File: src/rtl/divider_if.sv
// Request/result bundle between the EX stage (master) and the multi-cycle divider (slave).
interface divider_if #(
    parameter int DATA_WIDTH = 32
);
    logic                      signed_div;
    logic [DATA_WIDTH-1:0]     operand1;
    logic [DATA_WIDTH-1:0]     operand2;
    logic                      start;
    logic                      cancel;
    logic [2*DATA_WIDTH-1:0]   result;
    logic                      ready;

    modport master (
        output signed_div, operand1, operand2, start, cancel,
        input  result, ready
    );

    modport slave (
        input  signed_div, operand1, operand2, start, cancel,
        output result, ready
    );
endinterface

File: src/rtl/divider.sv
// Restoring radix-2 divider for DIV/DIVU: one quotient bit per clock, result = {remainder, quotient}.
module divider #(
    parameter int DATA_WIDTH = 32
) (
    input  logic     clock,
    input  logic     reset,
    divider_if.slave bus
);
    localparam int CW = $clog2(DATA_WIDTH + 1);
    localparam logic [CW-1:0] LAST_COUNT = CW'(DATA_WIDTH);

    typedef enum logic [1:0] {
        FREE    = 2'd0,
        BY_ZERO = 2'd1,
        ON      = 2'd2,
        END     = 2'd3
    } state_t;

    state_t                  state_r;
    logic [CW-1:0]           count_r;
    logic [2*DATA_WIDTH-1:0] work_r;
    logic [DATA_WIDTH-1:0]   divisor_r;
    logic                    quo_neg_r;
    logic                    rem_neg_r;
    logic [2*DATA_WIDTH-1:0] result_r;
    logic                    ready_r;

    logic [DATA_WIDTH-1:0]   op1_abs_s;
    logic [DATA_WIDTH-1:0]   op2_abs_s;
    logic [2*DATA_WIDTH:0]   shifted_s;
    logic [DATA_WIDTH:0]     diff_s;
    logic [2*DATA_WIDTH-1:0] step_s;
    logic [DATA_WIDTH-1:0]   quo_s;
    logic [DATA_WIDTH-1:0]   rem_s;

    function automatic logic [DATA_WIDTH-1:0] negate(input logic [DATA_WIDTH-1:0] v);
        return ~v + {{(DATA_WIDTH-1){1'b0}}, 1'b1};
    endfunction

    // Operand magnitudes, one restoring step and the sign-corrected final values.
    always_comb begin
        op1_abs_s = bus.operand1;
        op2_abs_s = bus.operand2;
        step_s    = '0;
        quo_s     = work_r[DATA_WIDTH-1:0];
        rem_s     = work_r[2*DATA_WIDTH-1:DATA_WIDTH];
        if (bus.signed_div && bus.operand1[DATA_WIDTH-1]) begin
            op1_abs_s = negate(bus.operand1);
        end else begin
            op1_abs_s = bus.operand1;
        end
        if (bus.signed_div && bus.operand2[DATA_WIDTH-1]) begin
            op2_abs_s = negate(bus.operand2);
        end else begin
            op2_abs_s = bus.operand2;
        end
        // The upper DATA_WIDTH+1 bits of the shifted value hold the trial partial remainder.
        shifted_s = {work_r, 1'b0};
        diff_s    = shifted_s[2*DATA_WIDTH:DATA_WIDTH] - {1'b0, divisor_r};
        if (!diff_s[DATA_WIDTH]) begin
            step_s = {diff_s[DATA_WIDTH-1:0], shifted_s[DATA_WIDTH-1:1], 1'b1};
        end else begin
            step_s = shifted_s[2*DATA_WIDTH-1:0];
        end
        if (quo_neg_r) begin
            quo_s = negate(work_r[DATA_WIDTH-1:0]);
        end else begin
            quo_s = work_r[DATA_WIDTH-1:0];
        end
        if (rem_neg_r) begin
            rem_s = negate(work_r[2*DATA_WIDTH-1:DATA_WIDTH]);
        end else begin
            rem_s = work_r[2*DATA_WIDTH-1:DATA_WIDTH];
        end
    end

    // Control FSM with registered result/ready; cancel aborts from any busy state.
    always_ff @(posedge clock or negedge reset) begin
        if (!reset) begin
            state_r   <= FREE;
            count_r   <= '0;
            work_r    <= '0;
            divisor_r <= '0;
            quo_neg_r <= 1'b0;
            rem_neg_r <= 1'b0;
            result_r  <= '0;
            ready_r   <= 1'b0;
        end else begin
            case (state_r)
                FREE: begin
                    result_r <= '0;
                    ready_r  <= 1'b0;
                    if (bus.start && !bus.cancel) begin
                        if (bus.operand2 == '0) begin
                            state_r <= BY_ZERO;
                        end else begin
                            state_r   <= ON;
                            count_r   <= '0;
                            divisor_r <= op2_abs_s;
                            work_r    <= {{DATA_WIDTH{1'b0}}, op1_abs_s};
                            quo_neg_r <= bus.signed_div &
                                         (bus.operand1[DATA_WIDTH-1] ^ bus.operand2[DATA_WIDTH-1]);
                            rem_neg_r <= bus.signed_div & bus.operand1[DATA_WIDTH-1];
                        end
                    end else begin
                        state_r <= FREE;
                    end
                end
                BY_ZERO: begin
                    if (bus.cancel) begin
                        state_r <= FREE;
                    end else begin
                        state_r  <= END;
                        result_r <= '0;
                        ready_r  <= 1'b1;
                    end
                end
                ON: begin
                    if (bus.cancel) begin
                        state_r <= FREE;
                        count_r <= '0;
                    end else if (count_r == LAST_COUNT) begin
                        state_r  <= END;
                        count_r  <= '0;
                        result_r <= {rem_s, quo_s};
                        ready_r  <= 1'b1;
                    end else begin
                        work_r  <= step_s;
                        count_r <= count_r + CW'(1);
                    end
                end
                END: begin
                    if (!bus.start || bus.cancel) begin
                        state_r  <= FREE;
                        result_r <= '0;
                        ready_r  <= 1'b0;
                    end else begin
                        state_r <= END;
                    end
                end
                default: begin
                    state_r  <= FREE;
                    count_r  <= '0;
                    result_r <= '0;
                    ready_r  <= 1'b0;
                end
            endcase
        end
    end

    assign bus.result = result_r;
    assign bus.ready  = ready_r;
endmodule

File: src/flat_wrapper.sv
// flat-port wrapper written by rule: the top's interface ports become plain ports
module divider_flat 
#(
    parameter int DATA_WIDTH = 32
)
  (clock, reset, bus_signed_div, bus_operand1, bus_operand2, bus_start, bus_cancel, bus_result, bus_ready);
  divider_if #(.DATA_WIDTH(DATA_WIDTH)) bus_i ();
  input  logic clock;
  input  logic reset;
  input wire logic [$bits(bus_i.signed_div)-1:0] bus_signed_div;
  input wire logic [$bits(bus_i.operand1)-1:0] bus_operand1;
  input wire logic [$bits(bus_i.operand2)-1:0] bus_operand2;
  input wire logic [$bits(bus_i.start)-1:0] bus_start;
  input wire logic [$bits(bus_i.cancel)-1:0] bus_cancel;
  output wire logic [$bits(bus_i.result)-1:0] bus_result;
  output wire logic [$bits(bus_i.ready)-1:0] bus_ready;
  assign bus_i.signed_div = bus_signed_div;
  assign bus_i.operand1 = bus_operand1;
  assign bus_i.operand2 = bus_operand2;
  assign bus_i.start = bus_start;
  assign bus_i.cancel = bus_cancel;
  assign bus_result = bus_i.result;
  assign bus_ready = bus_i.ready;
  divider #(.DATA_WIDTH(DATA_WIDTH)) u_core (.clock(clock), .reset(reset), .bus(bus_i));
endmodule
File: config.mk
export PLATFORM = sky130hd
export DESIGN_NAME = divider_flat
export DESIGN_NICKNAME = d
export VERILOG_FILES = /design/src/rtl/divider_if.sv /design/src/rtl/divider.sv /design/src/flat_wrapper.sv
export SDC_FILE = /design/constraint.sdc
export NUM_CORES = 1
export LEC_CHECK = 0
export ABC_CLOCK_PERIOD_IN_PS = 5770
export BUFFER_PORTS_ARGS = -buffer_cell sky130_fd_sc_hd__buf_2
export CORE_ASPECT_RATIO = 0.9
export CORE_MARGIN = 2
export CORE_UTILIZATION = 60
export CTS_CLUSTER_DIAMETER = 120
export DETAILED_ROUTE_END_ITERATION = 6
export GPL_TIMING_DRIVEN = 0
export PLACE_DENSITY = 0.82
export SYNTH_ARGS = -nofsm -noshare
export SYNTH_HDL_FRONTEND = slang
export SYNTH_SLANG_ARGS = --single-unit
File: constraint.sdc
create_clock -name clock -period 5.77 [get_ports clock]
set_clock_uncertainty 0.05 [all_clocks]
set_input_delay 0 -clock clock [delete_from_list [all_inputs] [get_ports clock]]
set_output_delay 0 -clock clock [all_outputs]
set_load 0.02 [all_outputs]
### Word-level counts from Yosys, hierarchy flattened

Cells that the tools add are included.

* bits of input ports: 69
* bits in registers: 171

* reduce and logical (&&, ||, !) cells: 13
* add/subtract/negate cells: 6
* bitwise operators: 8
* mux-type cells: 32
* equality and inequality tests: 12

Operators by type and width (count)
* $mux W64: 9
* $pmux W64 S4: 1
* $add A32 B1 Y32 const B: 4
* $mux W32: 4
* $not A32 Y32: 4
* $pmux W64 S2: 1
* $sub A33 B32 Y33: 1
* $logic_not A32 Y1: 1
* $mux W6: 4
* $mux W2: 6
* $pmux W6 S2: 1
* $ne A2 B2 Y1 const B: 4
* $pmux W2 S4: 1
* $add A6 B1 Y6 const B: 1
* $eq A6 B6 Y1 const B: 1
* $ne A2 B1 Y1 const B: 3
* $reduce_and A3 Y1: 2
* $reduce_and A5 Y1: 1
* $eq A2 B2 Y1 const B: 2
* $mux W1: 4
* $pmux W1 S4: 1
* $reduce_and A4 Y1: 1
* $logic_and A1 B1 Y1: 3
* $ne A3 B2 Y1 const B: 1
* 8 further kinds: 10

### Depth between registers and ports, before layout

Gate-level depths: netlist of the first run.

* depth after elaboration: 6
* mapped depth: 14
* gate-level depth less buffers: 12

### Worst setup path after synthesis of the first run

No wires, ideal clock.

* path kind: flip-flop to flip-flop
* start point: reg u_core.work_r[33]
* end point: reg u_core.work_r[34]
* setup time: 0.133 ns
* buffers on the path: 2
* data arrival time: 3.350 ns
* required time: 5.587 ns
* setup slack: 2.237 ns
* stages on the path, launching flop included: 13
* path through: dfrtp_1 > ha_1 > nor2b_1 > o311a_1 > o41ai_1 > o31ai_1 > a31oi_1 > o211ai_1 > xor2_1 > buf_2 > buf_1 > mux2i_1 > o21ai_0

* word-level cells in the longest chain between the ends: 5

RTL lines
* start: declaration: RTL line divider.sv:21 `logic [2*DATA_WIDTH-1:0] work_r;`
* start signal: assignment: RTL line divider.sv:100 `work_r <= {{DATA_WIDTH{1'b0}}, op1_abs_s};`
* start signal: assignment: RTL line divider.sv:128 `work_r <= step_s;`
* $sub A33 B32 Y33: RTL line divider.sv:59 `diff_s = shifted_s[2*DATA_WIDTH:DATA_WIDTH] - {1'b0, divisor_r};`
* $mux W64 (*): RTL line divider.sv:60 `if (!diff_s[DATA_WIDTH]) begin`
* $mux W64 (*): RTL line divider.sv:122 `end else if (count_r == LAST_COUNT) begin`
* $mux W64 (*): RTL line divider.sv:119 `if (bus.cancel) begin`
* $pmux W64 S2 (*): RTL line divider.sv:89 `case (state_r)`

Mark *: on every way between the ends. The rest lies on a longest branch, timed or not. The select of a mux whose other input is x is not followed.
A chain may end at the register's enable or synchronous reset.

### Worst setup path in the final report of the first run

* start point: reg u_core.work_r[31]
* end point: reg u_core.work_r[53]

* word-level cells in the longest chain between the ends: 5

RTL lines (RTL line)
* $sub A33 B32 Y33: divider.sv:59
* $mux W64: divider.sv:60
* $mux W64: divider.sv:122
* $mux W64: divider.sv:119
* $pmux W64 S2: divider.sv:89

Every way passes these cells. The select of a mux whose other input is x is not followed.

==> results of run 1 <==
worst max-delay path, stage by stage, from the launching register on:
cell and delay (ps):
dfrtp_1 380, inv_1 150, ha_1 210, fa_1 320, nor2b_1 90, o311a_1 330
o41ai_1 700, o31ai_1 270, a31oi_1 380, o211ai_1 150, xor2_1 240, buf_2 320
buf_1 750, mux2i_1 270, o21ai_0 100
registers in the layout (all words and copies together), names as in the netlist:
name,cells
u_core.bus.result,64
u_core.work_r,64
u_core.divisor_r,32
u_core.count_r,6
u_core.state_r,2
u_core.bus.ready,1
u_core.quo_neg_r,1
u_core.rem_neg_r,1
synthesized netlist by cell type (4+ instances only):
master	instances	share of area [%]
o21a_1	5	0.33
mux2i_1	27	2.4
ha_1	43	4.7
or2_2	4	0.22
a211oi_1	4	0.27
inv_1	63	2.1
and2_1	18	0.99
nor2_1	85	2.8
xnor2_1	67	5.2
o211ai_1	4	0.27
nor4_1	7	0.39
nor2b_1	7	0.39
o21ai_0	168	7.4
nand2b_1	5	0.28
nand4_1	5	0.28
o41ai_1	12	0.93
and3_1	9	0.50
a21oi_1	104	4.6
or4_1	11	0.73
nand2_1	206	6.8
nand3_1	12	0.53
xor2_1	78	6.0
o31ai_1	40	2.7
a31oi_1	12	0.66
buf_1	4	0.13
o21ai_1	12	0.53
clkbuf_1	67	2.2
nor3_1	24	1.1
a21o_1	14	0.93
a221o_1	8	0.71
or3_1	28	1.5
dfrtp_1	171	38
a22o_1	4	0.31
repair_timing:
| action | in CTS | in global routing |
|---|---|---|
| endpoints found under the hold margin | 140 | 0 |
| setup buffers | 0 | 0 |
| hold buffers | 54 | 0 |
path summary, 6_finish.rpt:
path	endpoint	slack, ps	cells past startpoint	start
max reg2reg	u_core.work_r[53]	890	14	u_core.work_r[31]
max in group asynchronous	u_core.work_r[8]	4680	3	reset
min in group asynchronous	u_core.divisor_r[3]	110	2	reset
min reg2reg	u_core.bus.result[27]	430	2	u_core.bus.result[27]
max	u_core.work_r[53]	890	14	u_core.work_r[31]
min	u_core.work_r[28]	10	5	bus_operand1[28]
logic make-up (layout without fill, tap and decap cells):
kind of cell               Yosys count  count (layout)  share of synthesized area, %
buffers and inverters              135             354                          4.48
AOI/OAI and AO/OA                  407             407                          21.2
xor gates and xnor gates           145             145                          11.2
and+or+nand+nor                    436             436                          17.8
adders and majority gates           44              44                          4.93
DFF                                171             171                          37.8
muxes                               29              29                          2.58
where the power goes:
group,switching [mW],internal [mW],total [mW]
Clock,0.510,0.697,1.21
Sequential,0.267,1.44,1.70
Combinational,1.21,0.731,1.94
Total,1.98,2.86,4.85
final cells by class:
| class | instances | area share, % |
|---|---|---|
| plain buffers | 72 | 2.01 |
| clock buffers | 19 | 3.28 |
| clock inverters | 12 | 1.22 |
| inverters | 63 | 1.75 |
| multi-input cells | 1061 | 48.5 |
| flip-flops and latches | 171 | 31.7 |
| well taps | 245 | 2.27 |
| repair buffers | 188 | 9.22 |
routing by layer:
metal / share of wire [%] / global-route usage, %
met3: 8.5 / 6.80
met4: 3.8 / 14.6
met1: 43 / 48.4
met5: 0 / 0
met2: 45 / 53.3
through the flow:
stage               setup slack (ps)  instance area (um^2)
floorplan                       2240                 11300
global placement                1170                 12300
detailed placement              1040                 12300
CTS                             1030                 13500
global route                     636                 13500
finish                           886                 13500
==> flow_summary.ini, run 1 <==
[outcome]
status = finished, final reports clean

[worst_hold_path]
hold_path_class = in2reg

[placed_design]
port_buffers = 133
dpl.hpwl_mm = 25.0
dp.cells = 1746
gp_congestion = 0.975

[floorplanning]
fp.coreArea_um2 = 18500
rows = 47
io_pins = 134
die_h_um = 134
start_util_pct = 61.4
die_x_um = 149
die-area_um2 = 20000

[worst_setup_path]
arrival_ps = 5110
path_class = reg2reg
endpoint_kind = flop
critPathMaxFanout = 10
cp.required_ps = 6000
cp-start-kind = flop

[clock_network]
cts_sinks = 171
clock_latency_ps = 440
cts_tree = done
cts_root_buffer = clkbuf_16
cts.path.max_buffers = 2
htreeDepth = 4
clkSlewWorstSetupHoldPaths_ps = 70
cts_resized = 0
cts_buffers = 17

[sta]
rsz0062_at_grt = no
finalHoldWorstSlack_ps = 14.1
tns_ps = 0
period_share_pct = 84.6
hold_violations = 0
worst_slew_pin_slew_ps = 1170
fmax_ghz = 0.205
setup_viol_count_final = 0
slew_headroom_pct = 21.2
timing.final.crit_period_ps = 4880
drv_slew = 0

[yosys]
syn_area_um2 = 11300
synth_ff_type = dfrtp_1
synth-seq-cells = 171
synth_nets = 1480
async_flop_share_pct = 100
ys_seq_area_share_pct = 37.8
netlist_instances = 1367
synth_enable_flop_cells = 0
synth_cell_types = 57
avgSynthCellArea_um2 = 8.29
yosys_warnings = 0

[power_and_ir_drop]
powerDensity_nw_per_um2 = 360
leakagePower_nw = 6.23
total_power_mw = 4.85
peakVddDrop_mv = 0.281

[drt]
drt-wirelength-per-cell_um = 18.7
route.detailed.drc = 0
ant_nets = 0
firstDrtPassIters = 6
drtIter0Drc = 1044
vias_per_cell = 6.12
via_count = 11200
wl_mm = 34.3

[layout]
fillers = 1380
regArea_um2 = 4280
layout-drive-gt1-share_pct = 11.4
fin_nets = 1687
final_common_cell = nand2_1
diodes = 0
multi_input_area_um2 = 6540
layout.cells.non_filler = 1831
area_growth_syn_to_layout_pct = 19.0
fin_util_pct = 73.0
mostFrequentLayoutCells = 206 x nand2_1, 171 x dfrtp_1, 168 x o21ai_0, 133 x buf_2, 104 x a21oi_1

[grt]
overflow = 0
antenna_found_initial = 0
grt_util_all_layers_pct = 34.7
grt_pass1_vias = 10400
grt_max_degree = 92
grt_pass1_wl_mm = 54.3

[run]
maxCapViolCount = 0
Note: power is estimated with default switching activity, not from simulation.
==> run 2, diff against run 1 <==
--- a/config.mk
+++ b/config.mk
@@ -5,7 +5,7 @@
 export SDC_FILE = /design/constraint.sdc
 export NUM_CORES = 1
 export LEC_CHECK = 0
-export ABC_CLOCK_PERIOD_IN_PS = 5770
+export ABC_CLOCK_PERIOD_IN_PS = 4700
 export BUFFER_PORTS_ARGS = -buffer_cell sky130_fd_sc_hd__buf_2
 export CORE_ASPECT_RATIO = 0.9
 export CORE_MARGIN = 2
==> constraint.sdc (replaced) <==
create_clock -name clock -period 4.7 [get_ports clock]
set_clock_uncertainty 0.05 [all_clocks]
set_input_delay 0 -clock clock [delete_from_list [all_inputs] [get_ports clock]]
set_output_delay 0 -clock clock [all_outputs]
set_load 0.02 [all_outputs]
==> flow_summary.ini, run 2 (same netlist as run 1, synthesis figures left out) <==
[layout]
regArea_um2 = 4280
layout-drive-gt1-share_pct = 11.6
area_growth_syn_to_layout_pct = 19.2
mostFrequentLayoutCells = 206 x nand2_1, 171 x dfrtp_1, 168 x o21ai_0, 133 x buf_2, 104 x a21oi_1
final_cell_area_um2 = 13500
layout.cells.non_filler = 1831
final_common_cell = nand2_1
diodes = 0
multi_input_area_um2 = 6550
fillers = 1376
fin_util_pct = 73.1
fin_nets = 1687

[floorplanning]
fp.coreArea_um2 = 18500
die-area_um2 = 20000
rows = 47
die_x_um = 149
die_h_um = 134
io_pins = 134
start_util_pct = 61.4

[worst_setup_path]
worst-r2r-cell-count = 14
arrival_ps = 4710
path_class = in2reg
worstReg2RegStart = u_core.work_r[31]
rrSetupSlack_ps = 330
critPathMaxFanout = 10
cp-start-kind = primary input
cp.required_ps = 4930
crit_path_end = u_core.work_r[35]
critPathLaunch = bus_operand2[0]
endpoint_kind = flop
reg2reg_to = u_core.work_r[53]

[drt]
drt-wirelength-per-cell_um = 18.7
vias_per_cell = 6.13
route.detailed.drc = 0
drtIter0Drc = 1034
ant_nets = 0
wl_mm = 34.3
via_count = 11200
firstDrtPassIters = 5

[sta]
worst_slew_pin_slew_ps = 1140
drv_slew = 0
setup_viol_count_final = 0
slew_headroom_pct = 23.0
period_share_pct = 95.3
timing.final.ws_setup_ps = 221
fmax_ghz = 0.223
hold_violations = 0
timing.final.crit_period_ps = 4480
rsz0062_at_grt = no

[placed_design]
preCtsSetupSlack_ps = -27.8
dpl.hpwl_mm = 25.0
port_buffers = 133
gp_congestion = 0.975
placed_area_um2 = 12300
dp.cells = 1746

[grt]
grt_util_all_layers_pct = 34.7
antenna_found_initial = 0
grt_pass1_wl_mm = 54.4
overflow = 0
grt_max_degree = 92
grt_pass1_vias = 10400

[worst_hold_path]
hold_path_class = in2reg

[power_and_ir_drop]
powerDensity_nw_per_um2 = 441
peakVddDrop_mv = 0.348
total_power_mw = 5.95
leakagePower_nw = 6.25

[outcome]
status = finished, final reports clean

[clock_network]
cts_buffers = 17
cts.path.max_buffers = 2
htreeDepth = 4
cts_root_buffer = clkbuf_16
cts_tree = done
cts_sinks = 171
clock_latency_ps = 440
clkSlewWorstSetupHoldPaths_ps = 70

[run]
maxCapViolCount = 0
## run 2: worst min path at each step
stage	depth (start not counted)	startpoint	endpoint
finish	5	bus_operand1[28]	u_core.work_r[28]
global route	4	bus_operand1[24]	u_core.work_r[24]
CTS	5	bus_operand1[28]	u_core.work_r[28]
detailed placement	1	reset	u_core.divisor_r[3]
global placement	3	bus_operand2[25]	u_core.divisor_r[25]
floorplan	0	reset	u_core.bus.ready
## run 2: metal layers
layer	up-vias	track usage, %	part of all wire [%]
met5	-	0	0
met4	0	14.5	3.9
met3	99	7.01	8.5
met2	571	53.4	45
met1	5359	48.2	43
li1	5192	-	-
## run 2: layout make-up
| class | instances | share of cell area [%] |
|---|---|---|
| Timing Repair Buffer | 188 | 9.21 |
| Clock inverter | 12 | 1.21 |
| Sequential cell | 171 | 31.7 |
| Buffer | 72 | 2.08 |
| Clock buffer | 19 | 3.28 |
| Inverter | 63 | 1.75 |
| Tap cell | 245 | 2.27 |
| Multi-Input combinational cell | 1061 | 48.5 |
## run 2: worst max-delay path, stage by stage
cell           delay [ps]
dlygate4sd3_1         530
buf_2                 120
inv_1                  80
ha_1                  200
or4b_1                500
nor4_2                530
nand3_1               340
or3_1                 550
nand2_1               120
a221o_1               430
or2_2                 190
clkbuf_1              310
clkbuf_1              570
o21ai_0               230
## run 2: power by group
part | switching (mW) | leakage, nW | internal (mW)
Sequential | 0.328 | 2.26 | 1.76
Combinational | 1.48 | 3.70 | 0.900
Clock | 0.628 | 0.288 | 0.855
## run 2: per-stage QoR
stage                     hold WS, ps  TNS, ps
after floorplan                  -346        0
after global placement            261        0
after detailed placement         11.5    -34.6
after CTS                        6.83        0
after global routing             32.6        0
final                            7.30        0
## run 2: repair_timing
action,in CTS,in global routing
gates resized for setup,2,2
setup buffers,0,0
hold endpoints to repair,140,0
endpoints found under the setup margin,6,20
hold buffers,54,0
pin swaps,0,0
